File: src/rtl/regfile_access_arbiter.sv
// regfile_access_arbiter
//   Shares one 8-entry register file between two requesters (A and B) with
//   round-robin arbitration. Each grant carries exactly one operation, read
//   or write, through a three-state sequence:
//     IDLE -> ACCESS -> RESP -> (ACCESS | IDLE)
//   Every output is decoded from the state and the latched operation, so there
//   is no combinational path from a request to the register file ports.
//
// Ports
//   clk                 system clock
//   rst                 asynchronous reset, active-low
//   req_a / req_b       operation request
//   we_a / we_b         1 = write, 0 = read (valid with req)
//   addr_a / addr_b     register address (valid with req)
//   wdata_a / wdata_b   write data (valid with req)
//   gnt_a / gnt_b       high during the ACCESS cycle of the served requester
//   done_a / done_b     one-cycle completion pulse (RESP cycle)
//   rdata_a / rdata_b   read result, valid with done and held afterwards
//   rf_read_enable, rf_write_enable, rf_read_addr, rf_write_addr,
//   rf_write_data       register file controls (zero outside ACCESS)
//   rf_read_data        register file read data (valid after the ACCESS negedge)
//
// Configuration
//   RFARB_R0_PROTECT_EN  when defined, register 0 is read-only: a write to
//                        address 0 is granted and completes, but
//                        rf_write_enable stays low for it.
module regfile_access_arbiter #(
  parameter int WIDTH = 16
) (
  input  logic             clk,
  input  logic             rst,
  input  logic             req_a,
  input  logic             req_b,
  input  logic             we_a,
  input  logic             we_b,
  input  logic [2:0]       addr_a,
  input  logic [2:0]       addr_b,
  input  logic [WIDTH-1:0] wdata_a,
  input  logic [WIDTH-1:0] wdata_b,
  output logic             gnt_a,
  output logic             gnt_b,
  output logic             done_a,
  output logic             done_b,
  output logic [WIDTH-1:0] rdata_a,
  output logic [WIDTH-1:0] rdata_b,
  output logic             rf_read_enable,
  output logic             rf_write_enable,
  output logic [2:0]       rf_read_addr,
  output logic [2:0]       rf_write_addr,
  output logic [WIDTH-1:0] rf_write_data,
  input  logic [WIDTH-1:0] rf_read_data
);

  typedef enum logic [1:0] {
    S_IDLE   = 2'd0,
    S_ACCESS = 2'd1,
    S_RESP   = 2'd2
  } state_t;

  state_t           r_state;
  state_t           w_next;
  logic             r_last_b;   // 1 = last grant went to B
  logic             r_sel_b;    // requester served by the current op
  logic             r_we;
  logic [2:0]       r_addr;
  logic [WIDTH-1:0] r_wdata;
  logic [WIDTH-1:0] r_rdata_a;
  logic [WIDTH-1:0] r_rdata_b;
  logic             w_arb_go;
  logic             w_pick_b;
  logic             w_wr_ok;

  // B wins only when A is idle or when A was the last one served.
  always_comb begin
    w_pick_b = req_b & (~req_a | ~r_last_b);
    w_arb_go = ((r_state == S_IDLE) || (r_state == S_RESP)) && (req_a || req_b);
  end

  always_comb begin
    w_next = r_state;
    case (r_state)
      S_IDLE:   if (w_arb_go) w_next = S_ACCESS;
      S_ACCESS: w_next = S_RESP;
      S_RESP:   w_next = w_arb_go ? S_ACCESS : S_IDLE;
      default:  w_next = S_IDLE;
    endcase
  end

  always_ff @(posedge clk or negedge rst) begin
    if (!rst) begin
      r_state  <= S_IDLE;
      r_last_b <= 1'b1;
      r_sel_b  <= 1'b0;
    end else begin
      r_state <= w_next;
      if (w_arb_go) begin
        r_sel_b  <= w_pick_b;
        r_last_b <= w_pick_b;
      end
    end
  end

  // Operation fields are only consumed during ACCESS, which always follows a
  // load, so they need no reset.
  always_ff @(posedge clk) begin
    if (w_arb_go) begin
      r_we    <= w_pick_b ? we_b    : we_a;
      r_addr  <= w_pick_b ? addr_b  : addr_a;
      r_wdata <= w_pick_b ? wdata_b : wdata_a;
    end
  end

  // The register file presents read data at the ACCESS negedge; take it at the
  // closing posedge.
  always_ff @(posedge clk or negedge rst) begin
    if (!rst) begin
      r_rdata_a <= '0;
      r_rdata_b <= '0;
    end else if ((r_state == S_ACCESS) && !r_we) begin
      if (r_sel_b) r_rdata_b <= rf_read_data;
      else         r_rdata_a <= rf_read_data;
    end
  end

`ifdef RFARB_R0_PROTECT_EN
  always_comb w_wr_ok = (r_addr != 3'd0);
`else
  always_comb w_wr_ok = 1'b1;
`endif

  always_comb begin
    gnt_a           = 1'b0;
    gnt_b           = 1'b0;
    done_a          = 1'b0;
    done_b          = 1'b0;
    rf_read_enable  = 1'b0;
    rf_write_enable = 1'b0;
    rf_read_addr    = 3'd0;
    rf_write_addr   = 3'd0;
    rf_write_data   = '0;
    if (r_state == S_ACCESS) begin
      gnt_a = ~r_sel_b;
      gnt_b = r_sel_b;
      if (r_we) begin
        rf_write_enable = w_wr_ok;
        rf_write_addr   = r_addr;
        rf_write_data   = r_wdata;
      end else begin
        rf_read_enable = 1'b1;
        rf_read_addr   = r_addr;
      end
    end else if (r_state == S_RESP) begin
      done_a = ~r_sel_b;
      done_b = r_sel_b;
    end
  end

  assign rdata_a = r_rdata_a;
  assign rdata_b = r_rdata_b;

endmodule
File: config.mk
export PLATFORM = sky130hd
export DESIGN_NAME = regfile_access_arbiter
export DESIGN_NICKNAME = d
export VERILOG_FILES = /design/src/rtl/regfile_access_arbiter.sv
export SDC_FILE = /design/constraint.sdc
export NUM_CORES = 1
export LEC_CHECK = 0
export BUFFER_PORTS_ARGS = -buffer_cell sky130_fd_sc_hd__buf_2
export CAP_MARGIN = 10
export CORE_AREA = 2 2 74 76
export DETAILED_ROUTE_END_ITERATION = 6
export DIE_AREA = 0 0 76 78
export GPL_ROUTABILITY_DRIVEN = 1
export PLACE_DENSITY = 0.86
export SLEW_MARGIN = 10
export SYNTH_ARGS = -nofsm -noshare
export SYNTH_HDL_FRONTEND = slang
export SYNTH_SLANG_ARGS = --single-unit
export TNS_END_PERCENT = 20
File: constraint.sdc
create_clock -name clk -period 4.6 [get_ports clk]
set_input_delay 0.92 -clock clk [delete_from_list [all_inputs] [get_ports clk]]
set_output_delay 0.92 -clock clk [all_outputs]
set_load 0.05 [all_outputs]
==> metrics.cfg, run 1 <==
[clocking]
cts_setup_buffers=0
cts.sinks=56
tritoncts=built
clock_latency_ns=0.30
clockBufferDepth=2
clk_pin_slew_worst_paths_ns=0.09
cts_hold_buf=0
cts_resized=0
numCtsBuffers=5
cts_root_buf=clkbuf_8
cts_max_level=2

[yosys]
syn_area_um2=2430
ys_seq_area_frac=0.619
syn_nets=216
yosysWarningCount=0
synth.distinct_cells=22
avgSynthCellArea_um2=15.6
synth-seq-cells=56
synth_cells=156

[timing]
slew_viol_final=0
rsz0062_at_grt=false
tightestPinTransition_ns=1.08
layout_min_cycle_time_ns=2.60
max_slew_margin=0.276
hold_viol_final=0
clock.fmax_ghz=0.385
finClkSkew_ns=0.00473
timing.setup.tns_ns=0
min_period_over_period=0.565
setup_viol=0

[pwr]
power.internal_mw=1.08
powerDensity_nw_per_um2=651
vdd_drop_max_uv=316
leakage_nw=1.51
switchingPower_mw=0.969
power_frac_clock=0.126
power_frac_seq=0.379
swShare=0.473
pwr-share-comb=0.495

[drt]
wl_mm=4.67
antenna_left=0
drtIter0Drc=19
viasPerCell=4.84
wl_per_cell_um=13.5
vias=1673
drc=0
firstDrtPassIters=2

[worst_setup_path]
max_stage_delay_ns=0.48
critical_path.cell_chain=and3b_2 > and2_1 > buf_2
crit_path_top_delay_cell=dfrtp_1
rr_startpoint=r_state[1]$_DFFE_PN0P_
cp-start-kind=flop
startpoint=r_state[1]$_DFFE_PN0P_
crit_arrival_ns=1.68
crit_family=simple AND/OR/NAND/NOR gates
cp_max_fo=20
cp_num_cells=3
endpoint_kind=output port
r2r_slack_ns=2.60
crit_type=flop to output port
critPathRequiredTime_ns=3.68
critical_path_buf_inv_count=1
endpoint=rf_write_data[8]
regToRegEndpoint=rdata_a[3]$_DFFE_PN0P_
reg2reg_depth=2

[layout]
drive_gt1_frac=0.670
antenna_cells=0
nets=335
area_delta_synth_final_pct=29.8
final_cell_area_um2=3150
fillers=385

[outcome]
status=finished, final reports clean

[die]
coreArea_um2=5040
dieArea_um2=5930
rows=26
die_x_um=76
start_util=0.481
ioPinCount=120
die_y_um=78

[placement]
place_congestion=0.787
hpwlAfterDp_mm=3.62
place_area_um2=3060
portBuffers=119

[global_route]
grtUsageMet1=0.186
grt_overflow=0
top_usage_layer=met2
grt_max_degree=37
antenna_found_initial=0
use_met2=0.279
track_usage=0.164
grt_use_met3=0.0686
grt_pass1_wl_mm=7.55
grt_pass1_vias=1701

[flow_run]
drv_cap=0

[worst_hold_path]
hp-start=rdata_b[12]$_DFFE_PN0P_
hold_path.class=flop to flop

## cells by family after synthesis
| logic type | Yosys count | synth area share |
|---|---|---|
| muxes | 52 | 0.241 |
| DFF | 56 | 0.619 |
| AOI/OAI and AO/OA | 3 | 0.00980 |
| and+or+nand+nor | 36 | 0.104 |
| buffers and inverters | 9 | 0.0258 |
## synthesized netlist by cell type, drive strengths merged
master,number,area [um2]
dfstp,1,26.3
a22o,1,8.76
and2,23,144
edfxtp,20,601
a21boi,1,7.51
and4bb,1,12.5
inv,1,3.75
dfrtp,35,876
clkbuf,2,7.51
nand2b,1,6.26
mux2,52,586
and3b,1,10.0
and3,1,7.51
buf,6,51.3
nor4b,1,23.8
nor3,1,5.00
a21o,1,7.51
and2b,1,8.76
nor2,3,11.3
nor3b,3,22.5
## how the worst min path moves through the flow
| stage | end | slack, ns | cells after the start |
|---|---|---|---|
| after floorplan | r_last_b$_DFFE_PN1P_ | 0.50 | 1 |
| after global placement | rdata_b[14]$_DFFE_PN0P_ | 0.48 | 1 |
| after detailed placement | rdata_b[12]$_DFFE_PN0P_ | 0.49 | 1 |
| after CTS | rdata_b[12]$_DFFE_PN0P_ | 0.51 | 1 |
| after global routing | rdata_b[5]$_DFFE_PN0P_ | 0.52 | 1 |
| final | rdata_b[12]$_DFFE_PN0P_ | 0.51 | 1 |
## area by class of cell
cell class,count,area [um2],share of cell area
sequential,56,1500,0.477
multi-input combinational,91,865,0.275
timing repair buffer,120,603,0.191
tap,70,87.6,0.0278
clock buffer,6,72.6,0.0230
clock inverter,2,15.0,0.00477
inverter,1,3.75,0.00119
## per-stage QoR
stage	setup WS, ns	hold WS, ns	instances	util	power, mW
2_1_floorplan	1.38	0.499	156	-	1.57
3_3_place_gp	2.04	0.484	338	0.607	1.79
3_5_place_dp	1.99	0.491	338	0.607	1.81
4_1_cts	1.95	0.514	346	0.625	2.07
5_1_grt	1.88	0.523	346	0.625	2.15
6_report	2.00	0.507	346	0.625	2.05
## layout by cell type, fill, tap and decap left out, drive strengths merged, types with 2 or more instances in the layout
cell,n
mux2,52
and2,23
nor2,3
inv,2
clkbuf,6
dfrtp,35
edfxtp,20
buf,120
nor3b,3
## registers in the layout (all words and copies together) (netlist names)
name / cells
r_we: 1
rdata_a: 16
r_addr: 3
r_sel_b: 1
r_last_b: 1
r_wdata: 16
rdata_b: 16
r_state: 2
## power by group through the flow
| stage | Sequential (mW) | Combinational (mW) | Clock, mW |
|---|---|---|---|
| 3_5_place_dp | 0.791 | 1.02 | 0 |
| 2_1_floorplan | 1.29 | 0.282 | 0 |
| 5_1_grt | 0.803 | 1.06 | 0.289 |
| 6_report | 0.777 | 1.01 | 0.259 |
| 3_3_place_gp | 0.781 | 1.01 | 0 |
| 4_1_cts | 0.779 | 1.02 | 0.273 |
## layer usage
| metal | wire length, um | share of wire |
|---|---|---|
| met1 | 1880 | 0.40 |
| met2 | 2240 | 0.48 |
| met3 | 509 | 0.11 |
| met4 | 31 | 0.0066 |
| met5 | 0 | 0 |
Note: power is estimated with default switching activity, not from simulation.
==> run 2, diff against run 1 <==
Settings changed: CORE_AREA 2 2 74 76 to 2 2 77 79, DIE_AREA 0 0 76 78 to 0 0 79 81, PLACE_DENSITY 0.86 to 0.81.
Clock period 4.6 ns to 2.5 ns, I/O delays scaled along.
==> metrics.cfg, run 2 (synthesis gave the netlist of run 1 again) <==
[worst_setup_path]
crit_path_top_delay_cell=dfrtp_1
crit_family=simple AND/OR/NAND/NOR gates
cp_max_fo=20
crit_arrival_ns=1.76
cp_num_cells=3
critical_path_buf_inv_count=1
reg2reg_depth=3
critPathRequiredTime_ns=2.00
regToRegEndpoint=rdata_a[9]$_DFFE_PN0P_
crit_type=flop to output port
cp-start-kind=flop
max_stage_delay_ns=0.55
rr_startpoint=r_state[0]$_DFFE_PN0P_
endpoint_kind=output port
critical_path.cell_chain=and3b_2 > and2_1 > buf_2
r2r_slack_ns=0.93

[timing]
setup_viol=0
timing.setup.tns_ns=0
finClkSkew_ns=0.00859
rsz0062_at_grt=false
layout_min_cycle_time_ns=2.26
max_slew_margin=0.490
min_period_over_period=0.903
holdWs_ns=0.257
tightestPinTransition_ns=0.765
hold_viol_final=0
slew_viol_final=0
clock.fmax_ghz=0.443

[global_route]
grt_pass1_vias=1555
grt_pass1_wl_mm=7.49
grt_max_degree=37
grt_overflow=0
top_usage_layer=met2
grt_use_met3=0.0500
use_met2=0.247
antenna_found_initial=0
track_usage=0.155
grtUsageMet1=0.200

[outcome]
status=finished, final reports clean

[flow_run]
drv_cap=0

[placement]
hpwlAfterDp_mm=3.57
place_area_um2=3100
portBuffers=119
place_congestion=0.709

[clocking]
tritoncts=built
cts_setup_buffers=0
cts_max_level=2
numCtsBuffers=5
clockBufferDepth=2
clk_pin_slew_worst_paths_ns=0.10
cts_hold_buf=0
cts_resized=0
clock_latency_ns=0.31
cts_root_buf=clkbuf_8
cts.sinks=56

[die]
rows=28
start_util=0.427
ioPinCount=120
dieArea_um2=6400
coreArea_um2=5680
die_y_um=81
die_x_um=79

[drt]
vias=1705
wl_mm=4.85
firstDrtPassIters=4
antenna_left=0
drc=0
drtIter0Drc=42
wl_per_cell_um=13.7
viasPerCell=4.82

[pwr]
leakage_nw=1.54
power_frac_seq=0.372
switchingPower_mw=1.80
pwr-share-comb=0.487
power_frac_clock=0.142
power_mw=3.85
vdd_drop_max_uv=588
power.internal_mw=2.05
swShare=0.467
powerDensity_nw_per_um2=1200

[layout]
antenna_cells=0
final_cell_area_um2=3200
area_delta_synth_final_pct=32.0
drive_gt1_frac=0.685
final_cell_mix=119 x buf_2, 52 x mux2_2, 35 x dfrtp_1, 23 x and2_1, 20 x edfxtp_1
final_common_cell=buf_2
nets=338
final_util=0.564

[worst_hold_path]
hold_path.class=input port to asynchronous set/reset pin

[run 2: cell count changes in the layout (fill, tap and decap cells not counted)]
cell | previous run | this run
nor3b_1 | 3 | 2
nor2_2 | 0 | 1
clkbuf_16 | 0 | 1
clkinv_2 | 0 | 1
clkinv_4 | 1 | 0
clkbuf_1 | 1 | 0
buf_4 | 1 | 4
nor3b_2 | 0 | 1
nor2_1 | 3 | 2
[run 2: how the worst max path moves through the flow]
stage / startpoint / slack (ns) / endpoint
finish: r_state[0]$_DFFE_PN0P_ / 0.24 / rf_write_data[14]
CTS: r_state[0]$_DFFE_PN0P_ / 0.23 / rf_write_data[12]
global placement: r_state[1]$_DFFE_PN0P_ / 0.64 / rf_write_data[5]
detailed placement: r_state[0]$_DFFE_PN0P_ / 0.59 / rf_write_data[12]
floorplan: r_state[1]$_DFFE_PN0P_ / 0.21 / rf_write_data[10]
global route: r_state[0]$_DFFE_PN0P_ / 0.11 / rf_write_data[12]
[run 2: metal layers]
metal	share of wire	wire length [um]
met1	0.44	2120
met2	0.44	2140
met3	0.11	535
met4	0.011	51
met5	0	0
[run 2: final cells by class]
| type | instances | area, um2 |
|---|---|---|
| fillers | 484 | 2470 |
| flip-flops and latches | 56 | 1500 |
| repair buffers | 123 | 626 |
| clock inverters | 2 | 11.3 |
| multi-input cells | 91 | 872 |
| well taps | 75 | 93.8 |
| clock buffers | 6 | 93.8 |
| inverters | 1 | 3.75 |
[run 2: power by group through the flow]
stage / logic [mW] / clock network (mW) / registers [mW]
2_1_floorplan: 0.519 / 0 / 2.37
3_3_place_gp: 1.87 / 0 / 1.44
3_5_place_dp: 1.89 / 0 / 1.45
4_1_cts: 1.89 / 0.566 / 1.43
5_1_grt: 1.96 / 0.616 / 1.47
6_report: 1.88 / 0.546 / 1.43
[run 2: through the flow]
stage	worst slack, ns	cells
after floorplan	0.214	156
after global placement	0.637	346
after detailed placement	0.593	346
after CTS	0.235	354
after global routing	0.114	354
final	0.242	354
[run 2: worst reg2reg max path: cells and delay by family, from the launching register on]
kind / cells / cell delay, ns
flip-flops: 1 / 0.55
AND/OR/NAND/NOR: 1 / 0.25
multiplexers: 1 / 0.37
buffers and inverters: 1 / 0.29
==> run 3, diff against run 2 <==
Settings changed: HOLD_SLACK_MARGIN set to 0.03, RECOVER_POWER set to 100, TNS_END_PERCENT 20 to unset.
==> metrics.cfg, run 3 (synthesis gave the netlist of run 1 again) <==
[worst_setup_path]
reg2reg_depth=3
rr_startpoint=r_last_b$_DFFE_PN1P_
critical_path.cell_chain=nor3b_1 > and2_1 > clkbuf_2
endpoint_kind=output port
max_stage_delay_ns=0.53
cp_max_fo=11
cp_num_cells=3
startpoint=r_state[0]$_DFFE_PN0P_
crit_path_top_delay_cell=dfrtp_1
critPathRequiredTime_ns=2.00
crit_family=simple AND/OR/NAND/NOR gates
endpoint=rf_read_addr[2]
critical_path_buf_inv_count=1
regToRegEndpoint=r_wdata[9]$_DFFE_PP_
crit_arrival_ns=1.80
r2r_slack_ns=0.31
cp-start-kind=flop
crit_type=flop to output port

[global_route]
grt_pass1_vias=1555
antenna_found_initial=0
grt_max_degree=37
grt_pass1_wl_mm=7.49
grt_overflow=0
track_usage=0.155

[timing]
max_slew_margin=-0.215
rsz0062_at_grt=false
holdWs_ns=0.434
setup_viol=0
tightestPinTransition_ns=1.82
finClkSkew_ns=0.00838
min_period_over_period=0.922
timing.setup.tns_ns=0
slew_viol_final=37
hold_viol_final=0
clock.fmax_ghz=0.434
layout_min_cycle_time_ns=2.30

[clocking]
cts_setup_buffers=0
cts_root_buf=clkbuf_8
clk_pin_slew_worst_paths_ns=0.10
clock_latency_ns=0.31
numCtsBuffers=5
cts_hold_buf=0
cts.sinks=56
tritoncts=built
clockBufferDepth=2
cts_max_level=2
cts_resized=0

[drt]
vias=1694
firstDrtPassIters=4
drtIter0Drc=48
wl_mm=4.89
drc=0
antenna_left=0
wl_per_cell_um=13.8
viasPerCell=4.79

[layout]
instances_no_fill=354
antenna_cells=0
nets=338
drive_gt1_frac=0.523
final_cell_mix=59 x buf_2, 52 x mux2_2, 41 x clkbuf_1, 35 x dfrtp_1
final_common_cell=buf_2
area_delta_synth_final_pct=28.5
final_util=0.549

[placement]
place_congestion=0.709
hpwlAfterDp_mm=3.57
dp_cells=346
portBuffers=119

[die]
coreArea_um2=5680
ioPinCount=120
start_util=0.427
die_x_um=79
die_y_um=81
rows=28
dieArea_um2=6400

[pwr]
powerDensity_nw_per_um2=1210
leakage_nw=1.39
vdd_drop_max_uv=556

[outcome]
violations=max-capacitance violations, max-slew violations
status=complete, but fails checks

[worst_hold_path]
min_delay_path_depth=2
hold_path.class=input port to flop

[flow_run]
drv_cap=1

-- run 3: changes by cell type in the layout (fill, tap and decap cells not counted), sizes merged --
cell and change:
clkbuf +64, buf -64
-- run 3: worst min path at each step --
stage                                 start                 endpoint
CTS                                     rst      r_sel_b$_DFFE_PN0P_
floorplan                               rst      r_sel_b$_DFFE_PN0P_
detailed placement   rdata_b[3]$_DFFE_PN0P_   rdata_b[3]$_DFFE_PN0P_
finish                      rf_read_data[2]   rdata_b[2]$_DFFE_PN0P_
global route                rf_read_data[2]   rdata_a[2]$_DFFE_PN0P_
global placement    rdata_a[15]$_DFFE_PN0P_  rdata_a[15]$_DFFE_PN0P_
-- run 3: final cells by class --
type,count,area [um2]
Multi-Input combinational cell,91,848
Tap cell,75,93.8
Clock buffer,6,93.8
Sequential cell,56,1500
Clock inverter,2,11.3
Fill cell,514,2560
Timing Repair Buffer,123,564
Inverter,1,3.75
-- run 3: stage by stage --
stage | setup WS [ns] | cell area (um2) | total power [mW]
after floorplan | 0.214 | 2430 | 2.89
after global placement | 0.637 | 3100 | 3.31
after detailed placement | 0.593 | 3100 | 3.34
after CTS | 0.235 | 3200 | 3.89
after global routing | 0.0836 | 3120 | 3.96
final | 0.196 | 3120 | 3.77
-- run 3: layer usage --
layer	wire length [um]	part of all wire	GRT usage	vias to the layer above
li1	-	-	-	799
met1	2170	0.44	0.200	789
met2	2140	0.44	0.247	99
met3	514	0.11	0.0500	7
met4	68	0.014	0.0517	0
met5	0	0	0	-
-- run 3: where the power goes --
part | switching [mW] | total (mW) | internal, mW
logic | 1.36 | 1.79 | 0.428
clock network | 0.290 | 0.547 | 0.258
registers | 0.157 | 1.43 | 1.28
